<file path="config.mk">
export PLATFORM = sky130hd
export DESIGN_NAME = pf_lpddr3_dm_dly_ctrl
export DESIGN_NICKNAME = d
export VERILOG_FILES = /design/src/rtl/pf_lpddr3_dly_pkg.sv /design/src/rtl/pf_lpddr3_dly_arb.sv /design/src/rtl/pf_lpddr3_dm_dly_ctrl.sv
export SDC_FILE = /design/constraint.sdc
export NUM_CORES = 1
export LEC_CHECK = 0
export ABC_CLOCK_PERIOD_IN_PS = 3800
export CAP_MARGIN = 30
export CORE_MARGIN = 2
export CORE_UTILIZATION = 28
export CTS_BUF_LIST = sky130_fd_sc_hd__clkbuf_4 sky130_fd_sc_hd__clkbuf_8 sky130_fd_sc_hd__clkbuf_16
export CTS_CLUSTER_DIAMETER = 150
export DETAILED_ROUTE_END_ITERATION = 8
export SETUP_SLACK_MARGIN = 0.15
export SYNTH_ARGS = -nofsm -noshare
export SYNTH_HDL_FRONTEND = slang
export SYNTH_HIERARCHICAL = 1
export SYNTH_SLANG_ARGS = --single-unit
</file>
<file path="constraint.sdc">
create_clock -name FAB_CLK -period 3.8 [get_ports FAB_CLK]
set_input_delay 0.57 -clock FAB_CLK [delete_from_list [all_inputs] [get_ports FAB_CLK]]
set_output_delay 0.57 -clock FAB_CLK [all_outputs]
set_load 0.01 [all_outputs]
</file>
<file path="src/rtl/pf_lpddr3_dly_pkg.sv">
// rtl/pf_lpddr3_dly_pkg.sv - shared types and constants for the LPDDR3 DM delay-line controller
package pf_lpddr3_dly_pkg;

    typedef enum logic [2:0] {
        ST_IDLE,
        ST_GRANT,
        ST_LOAD,
        ST_MOVE,
        ST_SETTLE,
        ST_DONE
    } dly_state_t;

    localparam logic DIR_INC = 1'b1;
    localparam logic DIR_DEC = 1'b0;

    // Requester indices: training has fixed priority over VT compensation
    localparam logic REQ_TRN = 1'b0;
    localparam logic REQ_VTC = 1'b1;

endpackage

</file>
<file path="src/rtl/pf_lpddr3_dly_arb.sv">
// rtl/pf_lpddr3_dly_arb.sv - 2-way fixed-priority arbiter with grant register
// Ports:
//   clk, rst_n : clock, asynchronous active-low reset
//   en         : arbitration window (controller idle)
//   req[1:0]   : requests, bit 0 has priority
//   sel        : combinational winner index for the current cycle
//   gnt[1:0]   : registered one-hot grant, held until the next arbitration
module pf_lpddr3_dly_arb
    import pf_lpddr3_dly_pkg::*;
(
    input  logic       clk,
    input  logic       rst_n,
    input  logic       en,
    input  logic [1:0] req,
    output logic       sel,
    output logic [1:0] gnt
);

    assign sel = req[REQ_TRN] ? REQ_TRN : REQ_VTC;

    always_ff @(posedge clk or negedge rst_n) begin
        if (!rst_n) begin
            gnt <= 2'b00;
        end else if (en && (|req)) begin
            gnt <= (sel == REQ_VTC) ? 2'b10 : 2'b01;
        end
    end

endmodule

</file>
<file path="src/rtl/pf_lpddr3_dm_dly_ctrl.sv">
// rtl/pf_lpddr3_dm_dly_ctrl.sv - arbitrated load/step sequencer for the LPDDR3 DM IOD delay line
// Ports:
//   FAB_CLK, ARST_N            : clock, asynchronous active-low reset
//   REQ, REQ_LOAD, REQ_DIR     : per-requester request, load/step select, step direction
//   REQ_STEPS                  : step counts, [7:0] requester 0, [15:8] requester 1
//   ACK                        : one-cycle completion pulse to the granted requester
//   DELAY_LINE_*_0             : IOD load/move/direction controls and range flag
//   TAP_CNT, BUSY, OOR_ERR     : tap estimate, activity flag, sticky range error
module pf_lpddr3_dm_dly_ctrl
    import pf_lpddr3_dly_pkg::*;
#(
    parameter int         SETTLE_CYCLES = 4,
    parameter logic [7:0] INIT_TAP      = 8'd1,
    parameter logic [7:0] MAX_TAP       = 8'd127
) (
    input  logic        FAB_CLK,
    input  logic        ARST_N,
    input  logic [1:0]  REQ,
    input  logic [1:0]  REQ_LOAD,
    input  logic [1:0]  REQ_DIR,
    input  logic [15:0] REQ_STEPS,
    output logic [1:0]  ACK,
    output logic        DELAY_LINE_LOAD_0,
    output logic        DELAY_LINE_MOVE_0,
    output logic        DELAY_LINE_DIRECTION_0,
    input  logic        DELAY_LINE_OUT_OF_RANGE_0,
    output logic [7:0]  TAP_CNT,
    output logic        BUSY,
    output logic        OOR_ERR
);

    dly_state_t state;
    logic       cmd_load;
    logic       cmd_dir;
    logic [7:0] steps_left;
    logic [3:0] settle_cnt;
    logic       abort;
    logic       arb_en;
    logic       sel_idx;
    logic [1:0] gnt;
    logic       at_limit;

    assign arb_en = (state == ST_IDLE);
    assign BUSY   = (state != ST_IDLE);

    // A move that would push the tap estimate past either end is refused
    assign at_limit = ((cmd_dir == DIR_INC) && (TAP_CNT == MAX_TAP)) ||
                      ((cmd_dir == DIR_DEC) && (TAP_CNT == 8'd0));

    pf_lpddr3_dly_arb u_arb (
        .clk   (FAB_CLK),
        .rst_n (ARST_N),
        .en    (arb_en),
        .req   (REQ),
        .sel   (sel_idx),
        .gnt   (gnt)
    );

    always_ff @(posedge FAB_CLK or negedge ARST_N) begin
        if (!ARST_N) begin
            state                  <= ST_IDLE;
            cmd_load               <= 1'b0;
            cmd_dir                <= DIR_DEC;
            steps_left             <= 8'd0;
            settle_cnt             <= 4'd0;
            abort                  <= 1'b0;
            ACK                    <= 2'b00;
            DELAY_LINE_LOAD_0      <= 1'b0;
            DELAY_LINE_MOVE_0      <= 1'b0;
            DELAY_LINE_DIRECTION_0 <= 1'b0;
            TAP_CNT                <= INIT_TAP;
            OOR_ERR                <= 1'b0;
        end else begin
            // Pulse outputs default low so every pulse is exactly one cycle
            DELAY_LINE_LOAD_0 <= 1'b0;
            DELAY_LINE_MOVE_0 <= 1'b0;
            ACK               <= 2'b00;
            case (state)
                ST_IDLE: begin
                    if (|REQ) begin
                        state      <= ST_GRANT;
                        cmd_load   <= REQ_LOAD[sel_idx];
                        cmd_dir    <= REQ_DIR[sel_idx];
                        steps_left <= (sel_idx == REQ_VTC) ? REQ_STEPS[15:8] : REQ_STEPS[7:0];
                        abort      <= 1'b0;
                    end
                end
                ST_GRANT: begin
                    DELAY_LINE_DIRECTION_0 <= cmd_dir;
                    if (cmd_load) begin
                        state             <= ST_LOAD;
                        DELAY_LINE_LOAD_0 <= 1'b1;
                        TAP_CNT           <= INIT_TAP;
                        OOR_ERR           <= 1'b0;
                    end else if (steps_left == 8'd0) begin
                        state <= ST_DONE;
                        ACK   <= gnt;
                    end else begin
                        state <= ST_MOVE;
                    end
                end
                ST_LOAD: begin
                    state      <= ST_SETTLE;
                    settle_cnt <= 4'(SETTLE_CYCLES - 1);
                end
                // Decision cycle: the pulse itself appears in the first SETTLE cycle,
                // so consecutive pulses are SETTLE_CYCLES+1 apart
                ST_MOVE: begin
                    if (steps_left == 8'd0) begin
                        state <= ST_DONE;
                        ACK   <= gnt;
                    end else if (at_limit) begin
                        state   <= ST_DONE;
                        OOR_ERR <= 1'b1;
                        ACK     <= gnt;
                    end else begin
                        state             <= ST_SETTLE;
                        settle_cnt        <= 4'(SETTLE_CYCLES - 1);
                        DELAY_LINE_MOVE_0 <= 1'b1;
                        TAP_CNT           <= (cmd_dir == DIR_INC) ? TAP_CNT + 8'd1 : TAP_CNT - 8'd1;
                        steps_left        <= steps_left - 8'd1;
                    end
                end
                ST_SETTLE: begin
                    if (DELAY_LINE_OUT_OF_RANGE_0) begin
                        abort   <= 1'b1;
                        OOR_ERR <= 1'b1;
                    end
                    if (settle_cnt == 4'd0) begin
                        if (cmd_load || abort || DELAY_LINE_OUT_OF_RANGE_0) begin
                            state <= ST_DONE;
                            ACK   <= gnt;
                        end else begin
                            state <= ST_MOVE;
                        end
                    end else begin
                        settle_cnt <= settle_cnt - 4'd1;
                    end
                end
                ST_DONE: begin
                    state <= ST_IDLE;
                end
                default: begin
                    state <= ST_IDLE;
                end
            endcase
        end
    end

endmodule

</file>
==> run_results.csv, run 1 <==
group,metric,value,unit
routing,drc,0,
grt,overflow,0,
synthesis,yosys_warnings,6,
sta,setup_viol_count_final,0,
routing,drt_first_pass_iters,4,
synthesis,synth_edf_count,0,
sta,period_needed,2.42,ns
synthesis,synth_top_cell_area_share,0.372,
synthesis,synth_nets,274,
grt,antenna_found_initial,0,
synthesis,syn-cell-area,0.00222,mm^2
pwr,p_total,2.00,mW
clocking,cts_num_sinks,34,
final_layout,nNetsFinal,313,
synthesis,synthFlopType,"dfrtp_1",
synthesis,ys_seq_area_frac,0.384,
sta,rsz0062_at_grt,"no",
floorplan,core,0.00769,mm^2
synthesis,yosysUniqueCellTypes,57,
clocking,cts-htree-levels,2,
clocking,cts_hold_buffers,0,
synthesis,synth_cells,240,
sta,max_freq,412,MHz
sta,report.final.slew_viol_count,0,
final_layout,n_antenna_cell,0,
pwr,irDropWorstVdd,0.195,mV
pwr,p_leak,1.14,nW
worst_setup_path,criticalPathCategory,"reg2reg",
sta,max_slew.worst_pin.slew,1.03,ns
placement,port_buffers,39,
final_layout,drive_gt1_frac,0.104,
floorplan,start_util,0.289,
floorplan,dieHeight,93.0,um
routing,wl_per_cell,13.4,um
routing,vias_per_cell,4.92,
routing,drt-total-wl,5120,um
floorplan,rows,32,
pwr,pwr-share-seq,0.347,
worst_setup_path,cp-end-kind,"flip-flop",
pwr,powerDensity,719,mW/mm^2
synthesis,syn_avg_cell_area,9.24,um^2
job,maxCapViolations,0,
hold_path,hold_class,"reg2reg",
clocking,clock-root-buffer,"clkbuf_8",
routing,vias,1879,
synthesis,synth.area.top_cells,"dfrtp_1 (37%), a21oi_1 (5.6%), ha_1 (4.5%)",
final_layout,nFillCells,801,
final_layout,areaGrowthSynthToFinish,25.4,%
worst_setup_path,worstPathMaxFanout,14,
floorplan,die_w,93.0,um
sta,relSlewSlack,0.310,
worst_setup_path,worstPathArrival,2.60,ns
placement,hpwl,3800,um
worst_setup_path,worstSetupStartpointType,"flip-flop",
sta,hold_viol,0,
grt,grt_max_degree,35,
synthesis,synth_seq_cells,34,
routing,drt_iter0_markers,93,
grt,grt_pass1_wl,8700,um
final_layout,multi_input_area,0.00126,mm^2
clocking,cts_tree,"yes",
clocking,cts_made_buffers,5,
pwr,power_frac_clock,0.135,
grt,grt_use_total,0.125,
placement,place_congestion,0.750,
pwr,p_comb_frac,0.518,
synthesis,async_flop_share,1.00,
clocking,cts_buffer_depth,2,
clocking,postCtsSetupBuffers,0,
pwr,p_sw_frac,0.427,
sta,fin_crit_sh,0.638,
clocking,worstSkewPairLatency,0.29,ns
outcome,outcome,"completed",
sta,fin_worst_skew,0.00804,ns
clocking,clk_pin_slew,0.08,ns
synthesis,synth_area_leader_cell,"dfrtp_1",
grt,grt_pass1_vias,1779,
pwr,switchingPower,0.854,mW
routing,ant_nets,0,
floorplan,dieArea,0.00865,mm^2
worst_setup_path,crit_required,3.97,ns
pwr,p_int,1.15,mW
clocking,cts_resized,0,
floorplan,ioPinCount,40,
final_layout,layout.area.seq,852,um^2
sta,tns,0,ns
[path summary, 6_finish.rpt]
kind                              startpoint             to  slack (ns)  cells after the start
worst min register to register  u_arb/gnt[0]   u_arb/gnt[0]        0.51                      1
max in group asynchronous             ARST_N     TAP_CNT[0]        2.76                      2
min in group asynchronous             ARST_N   u_arb/gnt[1]        0.69                      2
worst min-delay path            u_arb/gnt[0]   u_arb/gnt[0]        0.51                      1
worst max-delay path                state[2]  steps_left[4]        1.38                      5
worst max register to register      state[2]  steps_left[4]        1.38                      5
[power groups by stage]
stage          clock network [mW]  logic [mW]  registers, mW
6_report                    0.270        1.04          0.693
5_1_grt                     0.293        1.16          0.725
4_1_cts                     0.277        1.04          0.694
3_5_place_dp                    0        1.04          0.700
3_3_place_gp                    0        1.01          0.694
2_1_floorplan                   0       0.791          0.652
[area by class of cell]
cell class / count / area share
Clock buffer: 5 / 0.0247
Clock inverter: 3 / 0.00764
Inverter: 12 / 0.0162
Multi-Input combinational cell: 185 / 0.454
Sequential cell: 34 / 0.306
Tap cell: 102 / 0.0459
Timing Repair Buffer: 41 / 0.146
[routing by layer]
| metal | share of wire | GRT usage | vias to the layer above |
|---|---|---|---|
| met5 | 0 | 0 | - |
| met4 | 0.0016 | 0.0257 | 0 |
| li1 | - | - | 954 |
| met1 | 0.49 | 0.172 | 885 |
| met3 | 0.042 | 0.0306 | 2 |
| met2 | 0.46 | 0.200 | 38 |
[synth_stat cells, types with 5 or more instances]
cell type  instances
nand3_1            7
ha_1               8
mux2_2             5
nand2_1           19
dfrtp_1           33
nor3_1             9
nand4_1            5
inv_1             12
a21o_1             5
nor2_1            12
a211oi_1           6
nand2b_1           8
a21oi_1           25
mux2i_1            9
o21ai_0           20
[state kept, by name, indices dropped and copies added, names as in the netlist]
name and count:
cmd_dir 1, u_arb/gnt 2, DELAY_LINE_MOVE_0 1, ACK 2, DELAY_LINE_DIRECTION_0 1, OOR_ERR 1, steps_left 8, cmd_load 1
abort 1, TAP_CNT 8, DELAY_LINE_LOAD_0 1, settle_cnt 4, state 3
[cell families (layout without fill, tap and decap cells)]
logic type	Yosys count	count (layout)	share of synthesized area
flip-flops	34	34	0.384
adder cells (fa/ha/maj)	9	9	0.0541
XOR/XNOR	3	3	0.0118
AO/OA/AOI/OAI	76	76	0.218
buffers and inverters	21	61	0.0468
AND/OR/NAND/NOR	81	81	0.205
multiplexers	16	16	0.0795
[placed cells by master (no fill, tap or decap), drive strengths merged, types with 4 or more instances in the layout]
cell,Yosys,final
a211oi,6,6
a21o,5,5
a21oi,25,25
clkbuf,5,5
clkdlybuf4s50,0,39
dfrtp,33,33
ha,8,8
inv,12,12
mux2,7,7
mux2i,9,9
nand2,19,19
nand2b,8,8
nand3,7,7
nand4,5,5
nor2,13,13
nor3,9,9
nor3b,4,4
o21ai,22,22
[worst max-delay path, stage by stage (launching register included)]
cell and delay [ns]:
dfrtp_1 0.46, and2b_2 0.30, and2_0 0.57, nand2_1 0.28
o21ai_4 0.36, mux2_4 0.34
[metrics by stage]
stage	hold slack (ns)	util	area (um^2)	cells	worst slack, ns
CTS	0.511	0.362	2780	382	1.39
global placement	0.490	0.350	2690	374	1.49
global route	0.543	0.362	2780	382	1.25
finish	0.515	0.362	2780	382	1.38
detailed placement	0.490	0.350	2690	374	1.42
floorplan	0.274	-	2220	240	1.86
(Power assumes the default switching activity.)
==> inputs of run 2 (changes only) <==
--- a/config.mk
+++ b/config.mk
@@ -5,7 +5,7 @@
 export SDC_FILE = /design/constraint.sdc
 export NUM_CORES = 1
 export LEC_CHECK = 0
-export ABC_CLOCK_PERIOD_IN_PS = 3800
+export ABC_CLOCK_PERIOD_IN_PS = 2000
 export CAP_MARGIN = 30
 export CORE_MARGIN = 2
 export CORE_UTILIZATION = 28
==> constraint.sdc (replaced) <==
create_clock -name FAB_CLK -period 2 [get_ports FAB_CLK]
set_input_delay 0.3 -clock FAB_CLK [delete_from_list [all_inputs] [get_ports FAB_CLK]]
set_output_delay 0.3 -clock FAB_CLK [all_outputs]
set_load 0.01 [all_outputs]
==> run 2 against run 1 <==
Against the previous run: clock power up 130%; clock skew up 0.0035 ns; hold slack worse by 0.10 ns; non-clock buffer count up 29; final area up 14%; combinational power up 150%; routed wire length up 9.3%; first-iteration DRC count down 18%; fmax up 31%; global-route usage up 0.84 points; die area unchanged; critical endpoint is now TAP_CNT[6]; largest cell class unchanged.
==> run_results.csv, run 2 (synthesized netlist as in run 1, its figures left out) <==
group,metric,value,unit
floorplan,start_util,0.289,
sta,max_freq,540,MHz
final_layout,areaGrowthSynthToFinish,42.8,%
grt,grt_max_degree,35,
placement,hpwl,4050,um
sta,hold_viol,0,
routing,drt-total-wl,5600,um
sta,tns,0,ns
worst_setup_path,worstPathMaxFanout,5,
worst_setup_path,rr_endpoint,"TAP_CNT[6]",
final_layout,largestRegisters,"TAP_CNT: 8 flops, steps_left: 8 flops, settle_cnt: 4 flops",
clocking,cts-htree-levels,2,
floorplan,dieArea,0.00865,mm^2
routing,vias_per_cell,4.84,
sta,period_needed,1.85,ns
worst_setup_path,crit_required,2.19,ns
worst_setup_path,criticalPathCategory,"reg2reg",
placement,port_buffers,39,
worst_setup_path,cp-end-kind,"flip-flop",
routing,drt_iter0_markers,76,
grt,grt_use_total,0.134,
routing,vias,1989,
sta,rsz0062_at_grt,"yes",
worst_setup_path,worstSetupStartpointType,"flip-flop",
outcome,outcome,"completed",
grt,antenna_found_initial,0,
worst_setup_path,r2r-start,"cmd_dir",
final_layout,final_core_util,0.412,
pwr,p_leak,1.31,nW
clocking,cts_buffer_depth,2,
worst_setup_path,crit_path_top_delay_cell,"dfrtp_2",
floorplan,rows,32,
final_layout,final_cell_mix,"clkdlybuf4s50_1 (38), dfrtp_1 (31), buf_4 (29)",
grt,grt_pass1_vias,1905,
grt,grt_pass1_wl,9170,um
grt,use_met2,0.210,
clocking,clk_pin_slew,0.08,ns
final_layout,n_antenna_cell,0,
worst_setup_path,cp.buffers_inverters,1,
final_layout,final_common_cell,"clkdlybuf4s50_1",
worst_setup_path,critPathMaxStageDelay,0.44,ns
pwr,irDropWorstVdd,0.489,mV
final_layout,nNetsFinal,342,
grt,overflow,0,
sta,fin_worst_skew,0.0115,ns
worst_setup_path,worstPathArrival,2.04,ns
clocking,cts_hold_buffers,0,
placement,dpl_cell_area,0.00284,mm^2
worst_setup_path,worstPathCellList,"inv_4 > ha_2 > nand2b_4 > a21oi_2 > o21a_1 > or3_1 > a31o_2",
worst_setup_path,r2r_setup_slack,0.15,ns
routing,ant_nets,0,
worst_setup_path,r2r_cells,7,
clocking,cts_tree,"yes",
clocking,worstSkewPairLatency,0.29,ns
routing,wl_per_cell,13.6,um
floorplan,die_w,93.0,um
job,maxCapViolations,0,
sta,report.final.slew_viol_count,0,
worst_setup_path,cpLargestDelayFamily,"compound AO/OA/AOI/OAI gates",
clocking,clock-root-buffer,"clkbuf_8",
grt,grt_most_used_layer,"met2",
routing,drc,0,
clocking,cts_num_sinks,34,
pwr,powerDensity,1410,mW/mm^2
floorplan,ioPinCount,40,
grt,grt_use_met1,0.182,
grt,grt_use_met3,0.0371,
final_layout,drive_gt1_frac,0.282,
final_layout,final_area,0.00317,mm^2
sta,relSlewSlack,0.692,
clocking,cts_made_buffers,5,
floorplan,core,0.00769,mm^2
hold_path,hold_class,"in2async",
sta,fin_crit_sh,0.926,
placement,place_congestion,0.799,
sta,setup_viol_count_final,0,
floorplan,dieHeight,93.0,um
routing,drt_first_pass_iters,4,
sta,max_slew.worst_pin.slew,0.461,ns
==> run 2: changes by cell type in the layout (fill, tap and decap cells not counted), sizes merged <==
cell	previous run	this run
clkinvlp	1	0
bufinv	0	1
clkdlybuf4s50	39	38
buf	2	31
dlygate4sd2	0	1
==> run 2: power breakdown <==
group	total [mW]	internal [mW]	switching, mW
clock	0.630	0.367	0.264
combinational	2.55	1.33	1.22
sequential	1.30	0.980	0.324
total	4.48	2.68	1.80
==> run 2: how the worst max path moves through the flow <==
stage / startpoint / end / slack (ns) / cells after the start
finish: cmd_dir / TAP_CNT[6] / 0.15 / 7
global route: TAP_CNT[1] / TAP_CNT[7] / 0.07 / 7
CTS: TAP_CNT[1] / TAP_CNT[7] / 0.11 / 7
detailed placement: cmd_dir / TAP_CNT[7] / 0.04 / 7
global placement: cmd_dir / TAP_CNT[6] / 0.09 / 7
floorplan: cmd_dir / TAP_CNT[6] / 0.16 / 7
==> run 2: cell type report <==
class	count	area, um^2
clock buffer	5	68.8
fill	753	4520
tap	102	128
clock inverter	3	40.0
multi-input combinational	185	1410
sequential	34	855
timing repair buffer	70	623
inverter	12	47.5
==> run 2: per-stage QoR <==
step | power, mW | hold WS, ns | std cells | setup WS (ns)
after floorplan | 2.79 | 0.00441 | 240 | 0.162
after global placement | 3.44 | 0.480 | 391 | 0.0900
after detailed placement | 3.48 | 0.497 | 391 | 0.0377
after CTS | 4.32 | 0.421 | 405 | 0.110
after global routing | 4.85 | 0.468 | 411 | 0.0668
final | 4.48 | 0.413 | 411 | 0.148
==> run 2: per-layer routing <==
| layer | vias to the layer above | part of all wire | routed length [um] |
|---|---|---|---|
| li1 | 1011 | - | - |
| met1 | 926 | 0.47 | 2640 |
| met2 | 45 | 0.48 | 2680 |
| met3 | 7 | 0.040 | 224 |
| met4 | 0 | 0.011 | 64 |
| met5 | - | 0 | 0 |
==> run 2: timing repair <==
| item | in CTS | in global routing |
|---|---|---|
| setup buffers | 6 | 5 |
| endpoints found under the setup margin | 13 | 24 |
| gates resized for setup | 15 | 21 |
| cloned | 0 | 1 |
| pin swaps | 3 | 10 |
| hold endpoints to repair | 0 | 0 |
==> inputs of run 3 (changes only) <==
--- a/config.mk
+++ b/config.mk
@@ -5,7 +5,6 @@
 export SDC_FILE = /design/constraint.sdc
 export NUM_CORES = 1
 export LEC_CHECK = 0
-export ABC_CLOCK_PERIOD_IN_PS = 2000
 export CAP_MARGIN = 30
 export CORE_MARGIN = 2
 export CORE_UTILIZATION = 28
@@ -13,6 +12,7 @@
 export CTS_CLUSTER_DIAMETER = 150
 export DETAILED_ROUTE_END_ITERATION = 8
 export SETUP_SLACK_MARGIN = 0.15
+export SLEW_MARGIN = 20
 export SYNTH_ARGS = -nofsm -noshare
 export SYNTH_HDL_FRONTEND = slang
 export SYNTH_HIERARCHICAL = 1
==> results of run 3 <==
The final DEF is identical to that of run 2; final timing and power are the same.
